--- src/rtl/half_max_abs_seq_pkg.sv ---
`default_nettype none
// ============================================================================
// Package  : half_max_pkg
// Purpose  : half-precision type and magnitude helper shared by the sequencer
// Revision : 1.0
// ============================================================================
package half_max_pkg;

    typedef logic [15:0] half_t;

    localparam logic [14:0] HALF_MAG_MASK = 15'h7FFF;

    // Raw magnitude bits; NaN payloads compare above +inf on purpose.
    function automatic logic [14:0] half_mag(input half_t h);
        return h[14:0] & HALF_MAG_MASK;
    endfunction

endpackage
`default_nettype wire

--- src/rtl/half_max_abs_seq_if.sv ---
`default_nettype none
// ============================================================================
// Interface : half_max_abs_seq_if
// Purpose   : chunk stream in plus issue/result link to the max-abs engine
// Revision  : 1.0
// ============================================================================
interface half_max_abs_seq_if #(
    parameter int LANES = 8
);
    import half_max_pkg::*;

    logic                      s_valid;
    logic                      s_ready;
    half_t [LANES-1:0]         s_data;
    logic                      eng_in_valid;
    half_t [LANES-1:0]         eng_vector;
    logic                      eng_out_valid;
    logic [$clog2(LANES)-1:0]  eng_index;
    half_t                     eng_c;

    modport master (
        output s_valid, s_data, eng_out_valid, eng_index, eng_c,
        input  s_ready, eng_in_valid, eng_vector
    );

    modport slave (
        input  s_valid, s_data, eng_out_valid, eng_index, eng_c,
        output s_ready, eng_in_valid, eng_vector
    );

endinterface
`default_nettype wire

--- src/rtl/half_max_abs_seq_acc.sv ---
`default_nettype none
// ============================================================================
// Module   : half_max_abs_acc
// Purpose  : running max magnitude and its global index, strict-greater update
// Revision : 1.0
// ============================================================================
module half_max_abs_acc #(
    parameter int IDX_W = 10
) (
    input  wire logic             clk,
    input  wire logic             rst,
    input  wire logic             clr_i,
    input  wire logic             upd_i,
    input  wire logic [14:0]      cand_mag_i,
    input  wire logic [IDX_W-1:0] cand_idx_i,
    output logic [14:0]           max_o,
    output logic [IDX_W-1:0]      idx_o
);
    logic [14:0]      max_q, max_d;
    logic [IDX_W-1:0] idx_q, idx_d;

    // Strict compare: an equal later candidate never displaces an earlier index.
    always_comb begin
        max_d = max_q;
        idx_d = idx_q;
        if (clr_i) begin
            max_d = '0;
            idx_d = '0;
        end else if (upd_i && (cand_mag_i > max_q)) begin
            max_d = cand_mag_i;
            idx_d = cand_idx_i;
        end
    end

    always_ff @(posedge clk) begin
        if (rst) begin
            max_q <= '0;
            idx_q <= '0;
        end else begin
            max_q <= max_d;
            idx_q <= idx_d;
        end
    end

    assign max_o = max_q;
    assign idx_o = idx_q;

endmodule
`default_nettype wire

--- src/rtl/half_max_abs_seq.sv ---
`default_nettype none
// ============================================================================
// Module   : half_max_abs_seq
// Purpose  : streams a half vector through a LANES-wide max-abs engine, folds
//            per-chunk winners into one global max/index per job
// Revision : 1.0
// ============================================================================
module half_max_abs_seq
    import half_max_pkg::*;
#(
    parameter int LANES   = 8,
    parameter int MAX_LEN = 1024,
    parameter int LAT_MAX = 8
) (
    input  wire logic                         clk,
    input  wire logic                         rst,
    input  wire logic                         start_i,
    input  wire logic [$clog2(MAX_LEN+1)-1:0] len_i,
    output logic                              busy_o,
    output logic                              result_valid_o,
    output logic [$clog2(MAX_LEN)-1:0]        result_index_o,
    output half_t                             result_max_o,
    half_max_abs_seq_if.slave                 bus
);
    localparam int LEN_W  = $clog2(MAX_LEN + 1);
    localparam int IDX_W  = $clog2(MAX_LEN);
    localparam int LANE_W = $clog2(LANES);
    localparam int NCH_W  = $clog2(MAX_LEN / LANES + 1);
    localparam int WAIT_W = $clog2(LAT_MAX + 1) + 1;

    localparam logic [1:0] ST_IDLE  = 2'd0;
    localparam logic [1:0] ST_RUN   = 2'd1;
    localparam logic [1:0] ST_DRAIN = 2'd2;
    localparam logic [1:0] ST_DONE  = 2'd3;

    logic [1:0]        state_q,    state_d;
    logic [NCH_W-1:0]  nchunks_q,  nchunks_d;
    logic [NCH_W-1:0]  issued_q,   issued_d;
    logic [NCH_W-1:0]  received_q, received_d;
    logic [LANE_W-1:0] tail_q,     tail_d;
    logic [IDX_W-1:0]  res_idx_q,  res_idx_d;
    half_t             res_max_q,  res_max_d;
    logic [WAIT_W-1:0] wait_q,     wait_d;

    logic [LEN_W-1:0]  w_len;
    logic [LEN_W:0]    w_len_rnd;
    logic [NCH_W-1:0]  w_nch;
    logic              w_accept, w_last, w_active, w_eng_acc, w_pending;
    logic [14:0]       w_acc_max;
    logic [IDX_W-1:0]  w_acc_idx, w_cand_idx;

    assign w_len     = (len_i > LEN_W'(MAX_LEN)) ? LEN_W'(MAX_LEN) : len_i;
    assign w_len_rnd = {1'b0, w_len} + (LEN_W+1)'(LANES - 1);
    assign w_nch     = NCH_W'(w_len_rnd >> LANE_W);

    assign w_active  = (state_q == ST_RUN) || (state_q == ST_DRAIN);
    assign bus.s_ready      = (state_q == ST_RUN) && (issued_q < nchunks_q);
    assign w_accept         = bus.s_valid && bus.s_ready;
    assign bus.eng_in_valid = w_accept;
    assign w_last           = (issued_q == nchunks_q - NCH_W'(1));
    assign w_eng_acc        = bus.eng_out_valid && w_active;
    assign w_cand_idx       = IDX_W'({received_q, bus.eng_index});
    assign w_pending        = w_active && (issued_q != received_q);

    // Lanes past the job length on the final chunk must never win.
    always_comb begin
        bus.eng_vector = bus.s_data;
        for (int i = 0; i < LANES; i++) begin
            if (w_last && (tail_q != '0) && (LANE_W'(i) >= tail_q)) begin
                bus.eng_vector[i] = '0;
            end
        end
    end

    half_max_abs_acc #(
        .IDX_W (IDX_W)
    ) u_acc (
        .clk        (clk),
        .rst        (rst),
        .clr_i      ((state_q == ST_IDLE) && start_i),
        .upd_i      (w_eng_acc),
        .cand_mag_i (half_mag(bus.eng_c)),
        .cand_idx_i (w_cand_idx),
        .max_o      (w_acc_max),
        .idx_o      (w_acc_idx)
    );

    always_comb begin
        state_d    = state_q;
        nchunks_d  = nchunks_q;
        tail_d     = tail_q;
        issued_d   = issued_q;
        received_d = received_q;
        res_idx_d  = res_idx_q;
        res_max_d  = res_max_q;
        if (w_accept)  issued_d   = issued_q + NCH_W'(1);
        if (w_eng_acc) received_d = received_q + NCH_W'(1);
        case (state_q)
            ST_IDLE: begin
                if (start_i) begin
                    nchunks_d  = w_nch;
                    tail_d     = w_len[LANE_W-1:0];
                    issued_d   = '0;
                    received_d = '0;
                    if (w_len == '0) begin
                        state_d   = ST_DONE;
                        res_idx_d = '0;
                        res_max_d = '0;
                    end else begin
                        state_d = ST_RUN;
                    end
                end
            end
            ST_RUN:   if (w_accept && w_last) state_d = ST_DRAIN;
            ST_DRAIN: begin
                if (received_q == nchunks_q) begin
                    state_d   = ST_DONE;
                    res_idx_d = w_acc_idx;
                    res_max_d = {1'b0, w_acc_max};
                end
            end
            ST_DONE:  state_d = ST_IDLE;
            default:  state_d = ST_IDLE;
        endcase
    end

    // Cycles an issued chunk has waited with no engine result; watchdog only.
    always_comb begin
        wait_d = '0;
        if (w_pending && !w_eng_acc) wait_d = (wait_q == '1) ? wait_q : wait_q + WAIT_W'(1);
    end

    always_ff @(posedge clk) begin
        if (rst) begin
            state_q    <= ST_IDLE;
            nchunks_q  <= '0;
            tail_q     <= '0;
            issued_q   <= '0;
            received_q <= '0;
            res_idx_q  <= '0;
            res_max_q  <= '0;
            wait_q     <= '0;
        end else begin
            state_q    <= state_d;
            nchunks_q  <= nchunks_d;
            tail_q     <= tail_d;
            issued_q   <= issued_d;
            received_q <= received_d;
            res_idx_q  <= res_idx_d;
            res_max_q  <= res_max_d;
            wait_q     <= wait_d;
        end
    end

    always_ff @(posedge clk) begin
        if (!rst) begin
            assert (received_q <= issued_q);
            assert (wait_q < WAIT_W'(LAT_MAX));
        end
    end

    assign busy_o         = (state_q != ST_IDLE);
    assign result_valid_o = (state_q == ST_DONE);
    assign result_index_o = res_idx_q;
    assign result_max_o   = res_max_q;

endmodule
`default_nettype wire

--- src/flat_wrapper.sv ---
// flat-port wrapper written by rule: the top's interface ports become plain ports
module half_max_abs_seq_flat import half_max_pkg::*;
#(
    parameter int LANES   = 8,
    parameter int MAX_LEN = 1024,
    parameter int LAT_MAX = 8
)
  (clk, rst, start_i, len_i, busy_o, result_valid_o, result_index_o, result_max_o, bus_s_valid, bus_s_data, bus_eng_out_valid, bus_eng_index, bus_eng_c, bus_s_ready, bus_eng_in_valid, bus_eng_vector);
  half_max_abs_seq_if #(.LANES(LANES)) bus_i ();
  input  wire logic clk;
  input  wire logic rst;
  input  wire logic start_i;
  input  wire logic [$clog2(MAX_LEN+1)-1:0] len_i;
  output logic busy_o;
  output logic result_valid_o;
  output logic [$clog2(MAX_LEN)-1:0] result_index_o;
  output half_t result_max_o;
  input wire logic [$bits(bus_i.s_valid)-1:0] bus_s_valid;
  input wire logic [$bits(bus_i.s_data)-1:0] bus_s_data;
  input wire logic [$bits(bus_i.eng_out_valid)-1:0] bus_eng_out_valid;
  input wire logic [$bits(bus_i.eng_index)-1:0] bus_eng_index;
  input wire logic [$bits(bus_i.eng_c)-1:0] bus_eng_c;
  output wire logic [$bits(bus_i.s_ready)-1:0] bus_s_ready;
  output wire logic [$bits(bus_i.eng_in_valid)-1:0] bus_eng_in_valid;
  output wire logic [$bits(bus_i.eng_vector)-1:0] bus_eng_vector;
  assign bus_i.s_valid = bus_s_valid;
  assign bus_i.s_data = bus_s_data;
  assign bus_i.eng_out_valid = bus_eng_out_valid;
  assign bus_i.eng_index = bus_eng_index;
  assign bus_i.eng_c = bus_eng_c;
  assign bus_s_ready = bus_i.s_ready;
  assign bus_eng_in_valid = bus_i.eng_in_valid;
  assign bus_eng_vector = bus_i.eng_vector;
  half_max_abs_seq #(.LANES(LANES), .MAX_LEN(MAX_LEN), .LAT_MAX(LAT_MAX)) u_core (.clk(clk), .rst(rst), .start_i(start_i), .len_i(len_i), .busy_o(busy_o), .result_valid_o(result_valid_o), .result_index_o(result_index_o), .result_max_o(result_max_o), .bus(bus_i));
endmodule
--- config.mk ---
export PLATFORM = sky130hd
export DESIGN_NAME = half_max_abs_seq_flat
export DESIGN_NICKNAME = d
export VERILOG_FILES = /design/src/rtl/half_max_abs_seq_pkg.sv /design/src/rtl/half_max_abs_seq_if.sv /design/src/rtl/half_max_abs_seq_acc.sv /design/src/rtl/half_max_abs_seq.sv /design/src/flat_wrapper.sv
export SDC_FILE = /design/constraint.sdc
export NUM_CORES = 1
export LEC_CHECK = 0
export CORE_AREA = 2 2 124 126
export CTS_BUF_LIST = sky130_fd_sc_hd__clkbuf_16
export DETAILED_ROUTE_END_ITERATION = 8
export DIE_AREA = 0 0 126 128
export PLACE_DENSITY = 0.77
export REMOVE_ABC_BUFFERS = 1
export SETUP_SLACK_MARGIN = 0.2
export SLEW_MARGIN = 20
export SYNTH_ARGS = -nofsm -noshare
export SYNTH_HDL_FRONTEND = slang
export SYNTH_SLANG_ARGS = --single-unit
--- constraint.sdc ---
create_clock -name clk -period 3.3 [get_ports clk]
set_input_delay 0.495 -clock clk [delete_from_list [all_inputs] [get_ports clk]]
set_output_delay 0.495 -clock clk [all_outputs]
set_load 0.05 [all_outputs]
==> impl_metrics.ini, run 1 <==
[outcome]
outcome = finished clean

[worst_setup_path]
cpMaxStageDelayCell = or4_4
timing.rr.end = u_core.state_q[1]
end_kind = primary output
crit_type = flip-flop to primary output
r2r-start = u_core.nchunks_q[1]
crit_fanout = 8
arrival_ns = 2.64
path_buf_inv = 4
regToRegSetupSlack_ns = 0.92
path_cells = buf_6, nor3_4, and3_4, or4_4, nor4_4, buf_4, buf_6, and4bb_4, nor2b_2, buf_6
cpPeakStageDelay_ns = 0.54
reg2reg_depth = 11
cp.depth = 10
path_delay_family = simple AND/OR/NAND/NOR gates
crit_top_cell = buf_6
start_kind = flip-flop
critPathRequiredTime_ns = 2.80

[grt]
grt_pass1_vias = 5067
grt_pass1_wl_mm = 28.7
grt_max_degree = 51
overflow = 0
grt_util_all_layers_pct = 23.1
antenna_found_initial = 3

[clock_network]
cts-htree-levels = 3
root_buffer = clkbuf_16
clk_latency_ns = 0.33
postCtsHoldBufs = 0
cts.sinks = 79
clk_pin_slew_ns = 0.06
cts_tree = built
clock_path_buffers = 2
numCtsBuffers = 9

[placed_design]
dpl.hpwl_mm = 16.1
port_buffers = 286
place.gp.congestion = 0.860
dp_slack_ns = 0.127

[worst_hold_path]
hp-class = flip-flop to flip-flop
hp-start = u_core.u_acc.idx_o[0]
hold_end = u_core.u_acc.idx_o[0]
whs_path_depth = 2

[timing]
setup_viol = 0
fin_crit_sh_pct = 94.9
rsz0062_at_grt = true
tns_ns = 0
final.setup_skew_ns = 0.00998
tightest_slew_ns = 0.757
slew_headroom_pct = 49.5
min_period_ns = 3.13
slew_viol_final = 0
fmax_ghz = 0.319
setup_ws_ns = 0.169
finalHoldViolations = 0

[routing]
finalWirelength_mm = 20.7
via_per_inst = 4.80
dr.pass1.iters = 7
route.vias.total = 5356
wl_per_cell_um = 18.5
detail-route-antenna-nets = 0
drcViolationCount = 0
drtIter0Drc = 273

[power_and_ir_drop]
power_leakage_nw = 3.61
vdd_drop_max_mv = 0.433
power_density_nw_per_um2 = 394

[flow_run]
drv_cap = 0

[layout]
drive_above_1_share_pct = 28.7
final_common_cell = clkdlybuf4s50_1
final_cell_mix = clkdlybuf4s50_1, buf_6, dfxtp_1
areaGrowthSynthToFinish_pct = 73.4
nNetsFinal = 1116

[floorplanning]
die-height_um = 128
fp-row-count = 45
initial_core_util_pct = 34.9
die_area_um2 = 16100
core_area_um2 = 14900
die_x_um = 126
boundaryPins = 321

[logic_synthesis]
synth-edff-count = 0
synth_warnings = 0
synth_ff_type = dfxtp_1
netlist_instances = 650
synth_area_um2 = 5180
synth_area_per_cell_um2 = 7.97
synth_async_sr_flop_share_pct = 0
ys_types = 49
synth.ff_latch_count = 79
ys_seq_area_share_pct = 30.5
[kinds of logic (layout without fill, tap and decap cells)]
group / count (synthesis) / count (layout) / share of synthesized area (%)
simple gates: 317 / 318 / 34.7
buf+inv: 82 / 358 / 6.62
flops: 79 / 79 / 30.5
compound gates: 77 / 77 / 9.27
xor+xnor: 36 / 36 / 6.09
fa+ha+maj: 31 / 31 / 7.49
mux: 27 / 27 / 5.24
other cells: 1 / 2 / 0.0724
[power breakdown]
part / switching, mW / internal, mW
Clock: 0.420 / 0.517
Sequential: 0.0616 / 1.01
Combinational: 0.871 / 0.660
Total: 1.35 / 2.18
[worst min-delay path: cells and delay by family, from the launching register on]
| family | cells | cell delay, ns |
|---|---|---|
| flops | 1 | 0.31 |
| simple gates | 1 | 0.05 |
| mux | 1 | 0.05 |
[worst max path at each step]
stage	end	slack (ns)	startpoint
2_1_floorplan	u_core.result_index_o[0]	-0.35	u_core.state_q[0]
3_3_place_gp	bus_eng_vector[24]	0.18	u_core.nchunks_q[1]
3_5_place_dp	bus_eng_vector[24]	0.13	u_core.nchunks_q[1]
4_1_cts	bus_eng_vector[34]	0.04	u_core.nchunks_q[0]
5_1_grt	bus_eng_vector[34]	0.07	u_core.nchunks_q[0]
6_report	bus_eng_vector[25]	0.17	u_core.nchunks_q[0]
[state kept, by name, summed over array words and instances, names as in the netlist]
name / cells
u_core.result_index_o: 10
u_core.nchunks_q: 8
u_core.u_acc.idx_o: 10
u_core.result_max_o: 15
u_core.state_q: 2
u_core.u_acc.max_o: 15
u_core.issued_q: 8
u_core.tail_q: 3
u_core.received_q: 8
[cell type report]
cell class | instances | area [um2]
antenna | 1 | 2.50
sequential | 79 | 1600
tap | 188 | 235
inverter | 31 | 116
clock inverter | 7 | 56.3
timing repair buffer | 311 | 3180
clock buffer | 9 | 225
multi-input combinational | 490 | 3570
fill | 1322 | 5880
[per-layer routing]
| layer | routed length, um | track usage, % | part of all wire [%] | up-vias |
|---|---|---|---|---|
| met2 | 10500 | 41.0 | 51 | 191 |
| met4 | 210 | 4.85 | 1.0 | 2 |
| li1 | - | - | - | 2689 |
| met1 | 8770 | 29.0 | 42 | 2458 |
| met3 | 1160 | 4.84 | 5.6 | 16 |
| met5 | 16 | 0 | 0.077 | - |
[timing repair]
item / in CTS / in global routing
setup buffers: 5 / 3
hold endpoints to repair: 0 / 0
resized for setup: 113 / 68
gates cloned: 2 / 1
pin swaps: 2 / 6
setup endpoints to repair: 114 / 113
[cells in the mapped netlist, drive strengths merged, types with 2 or more instances]
cell	n	area (um2)
a211oi	3	22.5
a21o	5	37.5
a21oi	37	185
a221oi	3	32.5
a22o	3	26.3
a22oi	3	22.5
a41oi	2	17.5
and2	51	380
and3	4	25.0
buf	10	68.8
clkbuf	41	158
dfxtp	79	1580
ha	31	388
inv	31	116
mux2i	26	260
nand2	69	259
nand2b	27	169
nand3	41	205
nand4	9	56.3
nor2	27	101
nor2b	67	419
nor3	6	30.0
nor3b	3	45.1
nor4	6	52.6
o211ai	2	15.0
o21a	2	15.0
o21ai	10	50.1
or3	5	31.3
xnor2	14	123
xor2	22	193
[per-stage QoR]
step	total power, mW	area (um2)	hold slack, ns	utilization (%)	std cells
after global placement	2.49	7950	0.444	53.5	1088
after global routing	3.70	8980	0.484	60.4	1116
after floorplan	1.95	4950	0.435	-	599
after CTS	3.49	8690	0.460	58.4	1111
final	3.54	8980	0.459	60.4	1116
after detailed placement	2.50	7950	0.448	53.5	1088
(Power assumes the default switching activity.)
==> run 2: changes to the inputs <==
SLEW_MARGIN = 15   (was 20)
==> results of run 2 <==
The final DEF is identical to that of run 1; final timing and power are the same.
==> run 3: changes to the inputs <==
CORE_AREA = 3 3 125 127   (was 2 2 124 126)
DIE_AREA = 0 0 128 130   (was 0 0 126 128)
==> run 3 against run 2 <==
Power increased by 1.3%. Non-clock buffer count decreased by 2. Critical path type unchanged. Core utilization about the same. Flip-flop and latch count unchanged. Highest routed layer unchanged. Global-route usage decreased by 1.5 points. Hold slack got worse by 0.00092 ns. Design area decreased by 2.2%. Via count increased by 0.11%. Clock-buffer cell count unchanged. Maximum frequency decreased by 1.8%.
==> impl_metrics.ini, run 3 (same netlist as run 1, synthesis figures left out) <==
[outcome]
outcome = finished clean

[clock_network]
numCtsBuffers = 9
clock_path_buffers = 2
clk_latency_ns = 0.33
cts_tree = built
cts-htree-levels = 3
root_buffer = clkbuf_16
clk_pin_slew_ns = 0.07
postCtsHoldBufs = 0
cts.sinks = 79

[power_and_ir_drop]
p_int_mw = 2.24
power_leakage_nw = 3.51
power_density_nw_per_um2 = 407
power_frac_comb_pct = 42.0
vdd_drop_max_mv = 0.451
p_seq_share_pct = 29.9
clkPwrFrac_pct = 28.1
power_switching_mw = 1.34
swShare_pct = 37.4

[worst_setup_path]
crit_fanout = 8
arrival_ns = 2.69
critPathRequiredTime_ns = 2.80
start_kind = flip-flop
crit_type = flip-flop to primary output
regToRegSetupSlack_ns = 0.85
end_kind = primary output

[grt]
grt_pass1_wl_mm = 27.8
grt_pass1_vias = 4900
grt_max_degree = 54
grt_util_all_layers_pct = 21.7
overflow = 0
antenna_found_initial = 4

[floorplanning]
die-height_um = 130
core_area_um2 = 14500
die_x_um = 128
fp-row-count = 44
die_area_um2 = 16600
boundaryPins = 321
initial_core_util_pct = 35.6

[layout]
final_cell_mix = clkdlybuf4s50_1, dfxtp_1, nand2_1
nNetsFinal = 1113
fin_util_pct = 60.5
drive_above_1_share_pct = 26.5
final_common_cell = clkdlybuf4s50_1
areaGrowthSynthToFinish_pct = 69.6

[timing]
tightest_slew_ns = 0.792
final.setup_skew_ns = 0.0172
tns_ns = 0
rsz0062_at_grt = true
fin_crit_sh_pct = 96.6
finalHoldViolations = 0
slew_viol_final = 0
fmax_ghz = 0.314
slew_headroom_pct = 47.2
setup_ws_ns = 0.111
hold_ws_ns = 0.458
setup_viol = 0
min_period_ns = 3.19

[placed_design]
place.gp.congestion = 0.815
dpl.hpwl_mm = 15.7
dp_slack_ns = 0.115
port_buffers = 286

[routing]
drtIter0Drc = 247
route.vias.total = 5362
finalWirelength_mm = 20.1
dr.pass1.iters = 5
via_per_inst = 4.83
drcViolationCount = 0
detail-route-antenna-nets = 0
wl_per_cell_um = 18.1

[worst_hold_path]
hp-class = flip-flop to flip-flop

[flow_run]
drv_cap = 0
[run 3: changes by cell type in the layout (fill, tap and decap cells not counted), moves of 4 or more]
cell | previous run | this run
and2_2 | 45 | 49
and2_4 | 4 | 0
buf_4 | 45 | 62
buf_6 | 81 | 68
buf_8 | 7 | 2
nor2b_1 | 35 | 56
nor2b_2 | 13 | 2
nor2b_4 | 19 | 9
[run 3: final timing paths]
kind	start	endpoint	depth (start not counted)
hold / removal	u_core.u_acc.idx_o[3]	u_core.u_acc.idx_o[3]	2
setup reg to reg	u_core.nchunks_q[5]	u_core.state_q[1]	9
setup / recovery	u_core.issued_q[5]	bus_eng_vector[63]	10
hold reg to reg	u_core.u_acc.idx_o[3]	u_core.u_acc.idx_o[3]	2
[run 3: power groups by stage]
| stage | Sequential, mW | Combinational, mW | Clock (mW) |
|---|---|---|---|
| after floorplan | 1.07 | 0.887 | 0 |
| final | 1.07 | 1.50 | 1.01 |
| after CTS | 1.06 | 1.46 | 1.02 |
| after detailed placement | 1.08 | 1.40 | 0 |
| after global placement | 1.08 | 1.39 | 0 |
| after global routing | 1.08 | 1.61 | 1.07 |
[run 3: timing repair]
| item | CTS | global route |
|---|---|---|
| endpoints found under the setup margin | 113 | 113 |
| cloned | 1 | 0 |
| resized for setup | 102 | 24 |
| setup buffers | 7 | 1 |
| pin swaps | 4 | 7 |
[run 3: stage by stage]
stage / power, mW / cell area [um2] / std cells
6_report: 3.58 / 8790 / 1110
5_1_grt: 3.75 / 8790 / 1109
4_1_cts: 3.55 / 8670 / 1107
3_5_place_dp: 2.48 / 7940 / 1083
3_3_place_gp: 2.47 / 7940 / 1083
2_1_floorplan: 1.95 / 4950 / 599
[run 3: area by class of cell]
class                   count  area, um2
multi-input cells         489       3460
fillers                  1296       5740
flip-flops and latches     79       1600
clock buffers               9        225
well taps                 184        230
repair buffers            309       3080
clock inverters             7       78.8
diodes                      2       5.00
inverters                  31        119
[run 3: critical path, stage by stage, from the launching register on]
cell and delay [ns]:
dfxtp_2 0.37, xnor2_1 0.17, and3_1 0.21, or4_4 0.52, nor4_4 0.22, buf_4 0.20, nor3b_4 0.20, buf_6 0.14
buf_16 0.14, nor2b_4 0.05, buf_6 0.14
[run 3: per-layer routing]
metal / vias to the layer above / global-route usage, % / share of wire [%]
met4: 2 / 4.06 / 1.1
met3: 16 / 5.53 / 7.2
met2: 205 / 37.5 / 50
met1: 2459 / 27.5 / 41
met5: - / 0 / 0.085
li1: 2680 / - / -
